`src/rtl/cmd_line_assembler.sv`:
```
// cmd_line_assembler: collects UART bytes into a CMD_CHARS-wide line buffer,
// handles backspace editing, echoes to the terminal and publishes the line on CR.
// Optional build macro: CMD_UPCASE_EN folds lowercase letters to uppercase in the buffer.
`timescale 1ns/1ps
module cmd_line_assembler #(
  parameter int          CMD_CHARS = 5,
  parameter logic [7:0]  PAD_CHAR  = 8'h20
) (
  input  logic                   clk,
  input  logic                   reset_n,
  input  logic [7:0]             rx_data,
  input  logic                   rx_valid,
  output logic                   rx_ready,
  output logic [CMD_CHARS*8-1:0] command,
  output logic                   command_valid,
  output logic [7:0]             echo_data,
  output logic                   echo_valid,
  input  logic                   echo_ready,
  output logic [2:0]             char_count,
  output logic                   overflow
);

  typedef enum logic {IDLE, ECHO} state_t;
  state_t state, next_state;

  // char 0 sits at index 0, which is the MSB end of the packed vector
  logic [0:CMD_CHARS-1][7:0] cbuf;

  logic [2:0][7:0] q;          // echo queue
  logic [1:0]      q_len, q_idx;
  logic [2:0][7:0] new_q;
  logic [1:0]      new_len;
  logic            load_echo;

  logic accept, hs, last, full, empty;
  logic is_print, is_bs, is_cr;
  logic [7:0] store_byte;
  logic [1:0] q_nxt_idx;

  assign accept    = rx_valid && rx_ready;
  assign hs        = echo_valid && echo_ready;
  assign last      = (q_idx == q_len - 2'd1);
  assign q_nxt_idx = q_idx + 2'd1;
  assign full      = (char_count == 3'(CMD_CHARS));
  assign empty     = (char_count == 3'd0);
  assign is_print  = (rx_data >= 8'h20) && (rx_data <= 8'h7E);
  assign is_bs     = (rx_data == 8'h08) || (rx_data == 8'h7F);
  assign is_cr     = (rx_data == 8'h0D);

`ifdef CMD_UPCASE_EN
  assign store_byte = ((rx_data >= 8'h61) && (rx_data <= 8'h7A)) ? (rx_data - 8'h20) : rx_data;
`else
  assign store_byte = rx_data;
`endif

  // Classify the incoming byte into the echo sequence it produces
  always_comb begin
    load_echo = 1'b0;
    new_q     = '0;
    new_len   = 2'd0;
    if (is_print) begin
      load_echo = 1'b1;
      new_len   = 2'd1;
      new_q[0]  = full ? 8'h07 : rx_data;  // BEL when the byte is dropped
    end else if (is_bs && !empty) begin
      load_echo = 1'b1;
      new_len   = 2'd3;
      new_q[0]  = 8'h08;
      new_q[1]  = 8'h20;
      new_q[2]  = 8'h08;
    end else if (is_cr) begin
      load_echo = 1'b1;
      new_len   = 2'd2;
      new_q[0]  = 8'h0D;
      new_q[1]  = 8'h0A;
    end
  end

  // State register
  always_ff @(posedge clk or negedge reset_n) begin
    if (!reset_n) state <= IDLE;
    else          state <= next_state;
  end

  // Next-state and handshake outputs; echo_valid depends only on state
  always_comb begin
    next_state = state;
    rx_ready   = 1'b0;
    echo_valid = 1'b0;
    case (state)
      IDLE: begin
        rx_ready = 1'b1;
        if (accept && load_echo) next_state = ECHO;
      end
      ECHO: begin
        echo_valid = 1'b1;
        if (hs && last) next_state = IDLE;
      end
      default: next_state = IDLE;
    endcase
  end

  // Line buffer, counters, command publish and echo queue
  always_ff @(posedge clk or negedge reset_n) begin
    if (!reset_n) begin
      cbuf          <= {CMD_CHARS{PAD_CHAR}};
      char_count    <= 3'd0;
      overflow      <= 1'b0;
      command       <= '0;
      command_valid <= 1'b0;
      q             <= '0;
      q_len         <= 2'd0;
      q_idx         <= 2'd0;
      echo_data     <= 8'h00;
    end else begin
      command_valid <= 1'b0;
      if (accept) begin
        if (is_print) begin
          if (!full) begin
            for (int i = 0; i < CMD_CHARS; i++)
              if (3'(i) == char_count) cbuf[i] <= store_byte;
            char_count <= char_count + 3'd1;
          end else begin
            overflow <= 1'b1;
          end
        end else if (is_bs && !empty) begin
          for (int i = 0; i < CMD_CHARS; i++)
            if (3'(i) == char_count - 3'd1) cbuf[i] <= PAD_CHAR;
          char_count <= char_count - 3'd1;
        end else if (is_cr) begin
          // any CR ends the line, so the overflow flag is cleared even on an empty line
          overflow <= 1'b0;
          if (!empty) begin
            command       <= cbuf;
            command_valid <= 1'b1;
            cbuf          <= {CMD_CHARS{PAD_CHAR}};
            char_count    <= 3'd0;
          end
        end
      end
      if (accept && load_echo) begin
        q         <= new_q;
        q_len     <= new_len;
        q_idx     <= 2'd0;
        echo_data <= new_q[0];
      end else if (hs && !last) begin
        q_idx     <= q_nxt_idx;
        echo_data <= q[q_nxt_idx];
      end
    end
  end

endmodule
```
`config.mk`:
```
export PLATFORM = sky130hd
export DESIGN_NAME = cmd_line_assembler
export DESIGN_NICKNAME = d
export VERILOG_FILES = /design/src/rtl/cmd_line_assembler.sv
export SDC_FILE = /design/constraint.sdc
export NUM_CORES = 1
export LEC_CHECK = 0
export BUFFER_PORTS_ARGS = -buffer_cell sky130_fd_sc_hd__buf_2
export CAP_MARGIN = 20
export CORE_MARGIN = 1.5
export CORE_UTILIZATION = 57
export DETAILED_ROUTE_END_ITERATION = 10
export GPL_TIMING_DRIVEN = 0
export PLACE_DENSITY = 0.87
export SETUP_SLACK_MARGIN = 0.5
export SYNTH_ARGS = -nofsm -noshare
export SYNTH_HDL_FRONTEND = slang
export SYNTH_SLANG_ARGS = --single-unit
```
`constraint.sdc`:
```
create_clock -name clk -period 2.7 [get_ports clk]
set_clock_uncertainty 0.05 [all_clocks]
set_input_delay 0.27 -clock clk [delete_from_list [all_inputs] [get_ports clk]]
set_output_delay 0.27 -clock clk [all_outputs]
set_load 0.1 [all_outputs]
```
======== After elaboration in Yosys (flattened, before gate mapping) ========
Cells that the tools add are included.
storage, ports and cells
  register bits ........................... 122
  output and inout port bits .............. 55
  input bits .............................. 12
  word-level logic and storage cells ...... 129
cells by class
  add/subtract/negate cells ............... 4
  reduce and logical (&&, ||, !) cells .... 23
  magnitude comparators ................... 3
  eq/ne operators ......................... 27
  multiplexer cells ....................... 52
  bitwise gates (word level) .............. 4
operator list
  operator              count
  $mux W40              5
  $mux W8               15
  $reduce_and A6 Y1     5
  $bmux W8 S2           1
  $eq A8 B4 Y1 const B  2
  $mux W1               16
  $mux W16              1
  $mux W3               5
  $ne A3 B2 Y1 const B  5
  $mux W14              1
  $eq A2 B3 Y1 const A  4
  $mux W12              1
  $mux W2               5
  $eq A8 B7 Y1 const B  1
  $ge A8 B6 Y1 const B  1
  $le A8 B7 Y1 const B  1
  $ne A2 B1 Y1 const B  4
  $ne A2 B2 Y1 const B  4
  $reduce_and A4 Y1     2
  $logic_and A1 B1 Y1   7
  $eq A1 B3 Y1 const A  2
  $eq A3 B3 Y1 const A  2
  $logic_not A3 Y1      2
  $reduce_and A5 Y1     1
  other kinds (15)      20

======== Longest topological paths before layout ========
Gate-level depths: netlist of the first run.
  depth in word-level cells ............... 8
  gate-level depth with buffers ........... 8
  gate-level depth less buffers ........... 7

======== Least setup slack after synthesis of the first run ========
OpenSTA, ideal clock, no wires.
  path type ............................... reg-to-reg
  from .................................... reg char_count[0]
  to ...................................... reg cbuf[6] (netlist bit)
  data arrival time ....................... 2.673 ns
  setup slack ............................. -0.150 ns
  data required time ...................... 2.522 ns
  stages on the path, launching flop included .. 9
  period minus slack after synthesis ...... 2.850 ns
  setup time .............................. 0.128 ns
  cells stage by stage .................... dfrtp_1 inv_1 ha_1 nor2b_1 nor4_4 a311oi_1 nor2b_1 buf_2 mux2_1
between the ends
  word-level cells in the longest chain between the ends .. 5
  elaborated cells between the ends (all ways) .. 15
  those cells by class .................... add/sub: 1; eq/ne: 7; mux: 2; reduce/logical: 5
RTL lines
  what                                                   RTL line  text
  from (decl)                                            19        output logic [2:0] char_count,
  from (signal assigned)                                 122       char_count <= char_count + 3'd1;
  from (signal assigned)                                 129       char_count <= char_count - 3'd1;
  branches (longest 5 deep; another with $sub A3 B1 Y3)  --
  to (signal assigned)                                   106       cbuf <= {CMD_CHARS{PAD_CHAR}};
  to (signal, indexed assignment)                        121       if (3'(i) == char_count) cbuf[i] <= store_byte;
  to (signal assigned)                                   136       cbuf <= {CMD_CHARS{PAD_CHAR}};
  to (decl)                                              27        logic [0:CMD_CHARS-1][7:0] cbuf;
Parallel ways; which one is timed is not known.
A chain may end at the register's enable or synchronous reset.

======== Worst setup path in the final report of the first run ========
Ends and elaborated chain as after synthesis.

==> flow_metrics.env, run 1 <==
export IMPL_clock_power_share=0.177
export IMPL_grt_util_all_layers=0.2690
export IMPL_die_y_um=94.50
export IMPL_syn_area_um2=4772
export IMPL_grt_pass1_vias=3616
export IMPL_path_clk_slew_ps=110
export IMPL_cts_tree="built"
export IMPL_synth_edff_count=0
export IMPL_drt_met1_wl_mm=4.931
export IMPL_synth_most_common_cell="nand2_1"
export IMPL_critPathSlowestCell="dfrtp_4"
export IMPL_vias=3798
export IMPL_drtIter0Drc=231
export IMPL_synthFlopType="dfrtp_1"
export IMPL_place_hpwl_mm=7.618
export IMPL_endpoint_kind="flop"
export IMPL_drive_gt1_frac=0.2572
export IMPL_place_port_buffers=61
export IMPL_power_frac_seq=0.430
export IMPL_fin_crit_ps=2134
export IMPL_ir_drop_mv=0.7216
export IMPL_postSynthCellCount=468
export IMPL_dieArea_um2=8930
export IMPL_hold_viol_final=0
export IMPL_antenna_found_initial=0
export IMPL_crit_top_cell="nor2b_1"
export IMPL_holdWs_ps=143.5
export IMPL_power_switching_mw=2.302
export IMPL_initial_core_util=0.5837
export IMPL_antennaDiodeCount=0
export IMPL_synth_common_cells="nand2_1 (128), dfrtp_1 (103), o21ai_0 (22), a21oi_1 (18), inv_1 (17)"
export IMPL_ys_ff_latch=108
export IMPL_met3_length_um=534
export IMPL_topRoutingLayerUsed="met4"
export IMPL_slowest_delay_ps=490
export IMPL_nets=568
export IMPL_required_ps=2920
export IMPL_cap_violations=0
export IMPL_ys_warn_count=0
export IMPL_drv_slew=0
export IMPL_finalPower_mw=5.309
export IMPL_worstPathArrival_ps=2350
export IMPL_ys_top_cells_by_area="dfrtp_1 (54%), nand2_1 (10%), a32o_1 (3.4%), mux2_2 (2.8%), dfstp_2 (2.8%)"
export IMPL_cts_root_buf="clkbuf_8"
export IMPL_route_detailed_drc=0
export IMPL_cts_sinks=108
export IMPL_cp_start_kind="flop"
export IMPL_p_leak_nw=2.828
export IMPL_synth_top_area_frac=0.5401
export IMPL_grt_max_degree=75
export IMPL_finalSetupViolCount=0
export IMPL_routed_via_density=5.781
export IMPL_clockBufferDepth=2
export IMPL_grt_pass1_wl_mm=18.49
export IMPL_row_count=33
export IMPL_die_w_um=94.50
export IMPL_hold_class="input port to flop"
export IMPL_dr_wl_met2_mm=5.435
export IMPL_internal_power_mw=3.007
export IMPL_p_per_area_nw_per_um2=953.6
export IMPL_antenna_left=0
export IMPL_path_class="flop to flop"
export IMPL_drt_total_wl_mm=11.08
export IMPL_yosysUniqueCellTypes=52
export IMPL_slew_limit_headroom=0.6740
export IMPL_fin_crit_sh=0.7905
export IMPL_cp_max_fo=8
export IMPL_area_growth_pct=16.68
export IMPL_yosysTopAreaCell="dfrtp_1"
export IMPL_gp_congestion=0.9131
export IMPL_async_reset_ff_frac=1.000
export IMPL_status="finished clean"
export IMPL_fp_coreArea_um2=8175
export IMPL_h_tree_depth=3
export IMPL_power_share_switching=0.4336
export IMPL_rsz0062_at_grt="true"
export IMPL_max_freq_mhz=468.5
export IMPL_insertion_delay_ps=370
export IMPL_ys_seq_area_frac=0.5676
export IMPL_tightest_slew_ps=482.2
export IMPL_comb_power_share=0.393
export IMPL_avgSynthCellArea_um2=10.20
export IMPL_overflow=0
export IMPL_dr_pass1_iters=5
export IMPL_avgRoutedWirePerCell_um=16.86
export IMPL_cts_made_buffers=9
export IMPL_crit_chain="inv_4 -> ha_1 -> xnor2_2 -> nor2b_1 -> a311oi_1 -> nor2b_1 -> buf_2 -> mux2_1"
export IMPL_io_pins=67
export IMPL_synth_fp_nets=488
==> final timing paths <==
path / start / to / slack, ps / depth (start not counted)
worst max-delay path: char_count[0]$_DFFE_PN0P_ / cbuf[6]$_DFFE_PN0P_ / 570 / 8
worst min-delay path: echo_ready / state$_DFF_PN0_ / 140 / 4
worst max register to register: char_count[0]$_DFFE_PN0P_ / cbuf[6]$_DFFE_PN0P_ / 570 / 8
worst min register to register: command[14]$_DFFE_PN0P_ / command[14]$_DFFE_PN0P_ / 420 / 2
max in group asynchronous: reset_n / cbuf[21]$_DFFE_PN1P_ / 1520 / 3
min in group asynchronous: reset_n / command[1]$_DFFE_PN0P_ / 330 / 2
==> timing repair <==
action,CTS,global route
cloned,0,0
endpoints found under the setup margin,24,77
hold endpoints to repair,33,0
pin swaps,2,1
setup buffers,3,2
hold buffers,1,0
resized for setup,3,12
==> registers in the layout, indices dropped and copies added (netlist names) <==
register       count
cbuf              40
command           40
q                 10
echo_data          8
char_count         3
q_idx              2
q_len              2
command_valid      1
overflow           1
state              1
==> power by group through the flow <==
stage / Clock, mW / Sequential, mW / Combinational [mW]
6_report: 0.941 / 2.28 / 2.09
5_1_grt: 1.01 / 2.33 / 2.23
4_1_cts: 0.950 / 2.28 / 2.05
3_5_place_dp: 0 / 2.31 / 2.02
3_3_place_gp: 0 / 2.29 / 1.98
2_1_floorplan: 0 / 2.97 / 0.927
==> cell usage in the layout (no fill, tap or decap), drive strengths merged, types with 3 or more instances in the layout <==
cell      n
a21oi    19
a22o      6
a311oi    3
a31oi     6
a32o     16
and2      9
and3      3
buf      81
clkbuf   25
dfrtp   103
dfstp     5
ha        8
inv      19
mux2     14
mux2i     4
nand2   128
nand2b    4
nand3    11
nand4     4
nor2     13
nor2b     5
nor3      3
nor3b     3
nor4      3
o21ai    27
==> stage by stage <==
stage          cells  instance area (µm²)  setup WS (ps)    util  TNS, ps
2_1_floorplan    468                 4826          466.8       -        0
3_3_place_gp     634                 5263         -97.59  0.6437   -382.5
3_5_place_dp     635                 5293          158.7  0.6474        0
4_1_cts          654                 5519          510.8  0.6751        0
5_1_grt          657                 5568          466.4  0.6811        0
6_report         657                 5568          565.5  0.6811        0
==> logic make-up (layout without fill, tap and decap cells) <==
family,Yosys count,count (layout),share of synthesized area
flops,108,108,0.5676
xor+xnor,2,2,0.003671
fa+ha+maj,8,8,0.02098
buf+inv,45,129,0.03854
simple gates,196,196,0.1919
mux,18,18,0.04143
compound gates,91,91,0.1358
==> worst max-delay path, delay by kind of cell, from the launching register on <==
family                   cells  cell delay (ps)
AND/OR/NAND/NOR              2              170
buffers and inverters        2              230
XOR/XNOR                     1              290
flip-flops                   1              490
AO/OA/AOI/OAI                1              280
multiplexers                 1              310
adder cells (fa/ha/maj)      1              220
==> layer usage <==
layer  vias to the layer above  global-route usage
met5                         -                   0
met4                         0             0.08706
met3                        21             0.03865
met2                       112              0.4257
met1                      1897              0.3851
li1                       1768                   -
==> area by class of cell <==
cell class              instances  area (µm²)
flip-flops and latches        108        2724
clock inverters                 5       46.29
clock buffers                  10       137.6
plain buffers                  28       130.1
well taps                     105       131.4
multi-input cells             315        1942
inverters                      17       68.82
repair buffers                 69       387.9
fillers                       650        2608
(Power assumes the default switching activity.)
==> inputs of run 2 (changes only) <==
Settings changed: CORE_UTILIZATION 57 to 51, PLACE_DENSITY 0.87 to 0.83.
Clock period 2.7 ns to 1.95 ns, I/O delays scaled along.
==> run 2 against run 1 <==
The run now ends with setup timing left. Cell area up 17%. Non-clock buffer count rose by 31. Sequential cell count unchanged. Hold slack got worse by 84 ps. Die area is 11% higher. Power rose by 60%. Critical path type unchanged. Largest power group is now combinational logic. Highest routed layer unchanged.
==> flow_metrics.env, run 2 (synthesis results as in run 1) <==
export IMPL_final_cell_mix="dfrtp_1 (99), nand2_1 (81), buf_2 (49), nand2_2 (36), buf_4 (22)"
export IMPL_initial_core_util=0.5214
export IMPL_avgRoutedWirePerCell_um=19.81
export IMPL_holdWs_ps=59.77
export IMPL_insertion_delay_ps=380
export IMPL_drv_slew=0
export IMPL_path_clk_slew_ps=90
export IMPL_ir_drop_mv=1.353
export IMPL_tightest_slew_ps=712.1
export IMPL_required_ps=2160
export IMPL_cts_tree="built"
export IMPL_hold_viol_final=0
export IMPL_dieArea_um2=9946
export IMPL_fillers=575
export IMPL_antennaDiodeCount=0
export IMPL_final_util=0.7146
export IMPL_register_area_um2=2724
export IMPL_p_per_area_nw_per_um2=1296
export IMPL_rsz0062_at_grt="true"
export IMPL_antenna_left=0
export IMPL_antenna_found_initial=0
export IMPL_post_place_cells=641
export IMPL_cp_max_fo=6
export IMPL_placed_area_um2=5403
export IMPL_place_port_buffers=61
export IMPL_row_count=35
export IMPL_dp_slack_ps=-465.8
export IMPL_status="complete, but fails checks"
export IMPL_layout_commonest_cell="dfrtp_1"
export IMPL_area_growth_pct=37.05
export IMPL_fin_ws_ps=-227.1
export IMPL_cap_violations=0
export IMPL_overflow=0
export IMPL_vias=4250
export IMPL_route_detailed_drc=0
export IMPL_drtIter0Drc=431
export IMPL_finalSetupViolCount=50
export IMPL_fin_crit_ps=2177
export IMPL_grt_max_degree=57
export IMPL_grt_pass1_vias=4163
export IMPL_setup_tns_final_ps=-2903
export IMPL_slew_limit_headroom=0.5232
export IMPL_cts_root_buf="clkbuf_8"
export IMPL_multi_input_area_um2=2369
export IMPL_drive_gt1_frac=0.4572
export IMPL_finalPower_mw=8.474
export IMPL_hold_class="input port to flop"
export IMPL_cts_sinks=108
export IMPL_routed_via_density=6.115
export IMPL_fin_crit_sh=1.116
export IMPL_final_area_um2=6540
export IMPL_gp_congestion=0.8916
export IMPL_grt_pass1_wl_mm=20.51
export IMPL_place_hpwl_mm=7.780
export IMPL_max_freq_mhz=459.3
export IMPL_fp_coreArea_um2=9153
export IMPL_grt_util_all_layers=0.2636
export IMPL_p_leak_nw=3.298
export IMPL_endpoint_kind="flop"
export IMPL_clockBufferDepth=2
export IMPL_violations="setup timing"
export IMPL_io_pins=67
export IMPL_dr_pass1_iters=5
export IMPL_drt_total_wl_mm=13.77
export IMPL_instances_no_fill=695
export IMPL_h_tree_depth=3
export IMPL_worstPathArrival_ps=2380
export IMPL_die_y_um=99.73
export IMPL_die_w_um=99.73
export IMPL_nets=599
export IMPL_reg_largest_list="cbuf (40), command (40), q (10)"
export IMPL_cts_made_buffers=9
export IMPL_path_class="flop to flop"
export IMPL_cp_start_kind="flop"
[run 2: cell count changes in the layout (fill, tap and decap cells not counted), sizes merged]
cell / before / now
inv: 19 / 18
clkinvlp: 2 / 3
clkinv: 1 / 2
buf: 81 / 101
clkbuf: 25 / 36
[run 2: area by class of cell]
type	count	share of cell area
repair buffers	100	0.1255
inverters	17	0.01148
clock inverters	6	0.007079
clock buffers	10	0.01951
plain buffers	28	0.03654
well taps	111	0.02124
multi-input cells	315	0.3622
flip-flops and latches	108	0.4165
[run 2: critical path, cell delays in order (launching register included)]
cell	delay, ps
dfrtp_4	480
inv_6	60
ha_4	170
xnor2_4	320
nor2b_1	120
a311oi_1	340
nor2b_1	80
buf_4	160
mux2_4	290
[run 2: final timing paths]
path	start	endpoint	slack, ps	cells past startpoint
min in group asynchronous	reset_n	command[29]$_DFFE_PN0P_	330	2
max in group asynchronous	reset_n	cbuf[13]$_DFFE_PN1P_	770	3
max reg2reg	char_count[0]$_DFFE_PN0P_	cbuf[6]$_DFFE_PN0P_	-230	8
max	char_count[0]$_DFFE_PN0P_	cbuf[6]$_DFFE_PN0P_	-230	8
min reg2reg	command[5]$_DFFE_PN0P_	command[5]$_DFFE_PN0P_	430	2
min	echo_ready	state$_DFF_PN0_	60	4
[run 2: repair_timing]
action / in CTS / in global routing
setup buffers: 26 / 6
gates resized for setup: 124 / 79
endpoints found under the hold margin: 49 / 0
cloned: 5 / 0
pin swaps: 48 / 27
hold buffers: 1 / 0
endpoints found under the setup margin: 112 / 124
[run 2: per-layer routing]
metal,global-route usage,up-vias,wire length (µm)
li1,-,1837,-
met1,0.3287,2126,5500
met2,0.4505,236,6903
met3,0.04779,51,867
met4,0.1138,0,497
met5,0,-,0
[run 2: power by group]
group	leakage [nW]	internal (mW)	switching, mW
logic	1.79	1.45	2.50
registers	1.42	2.83	0.433
clock network	0.0833	0.475	0.787
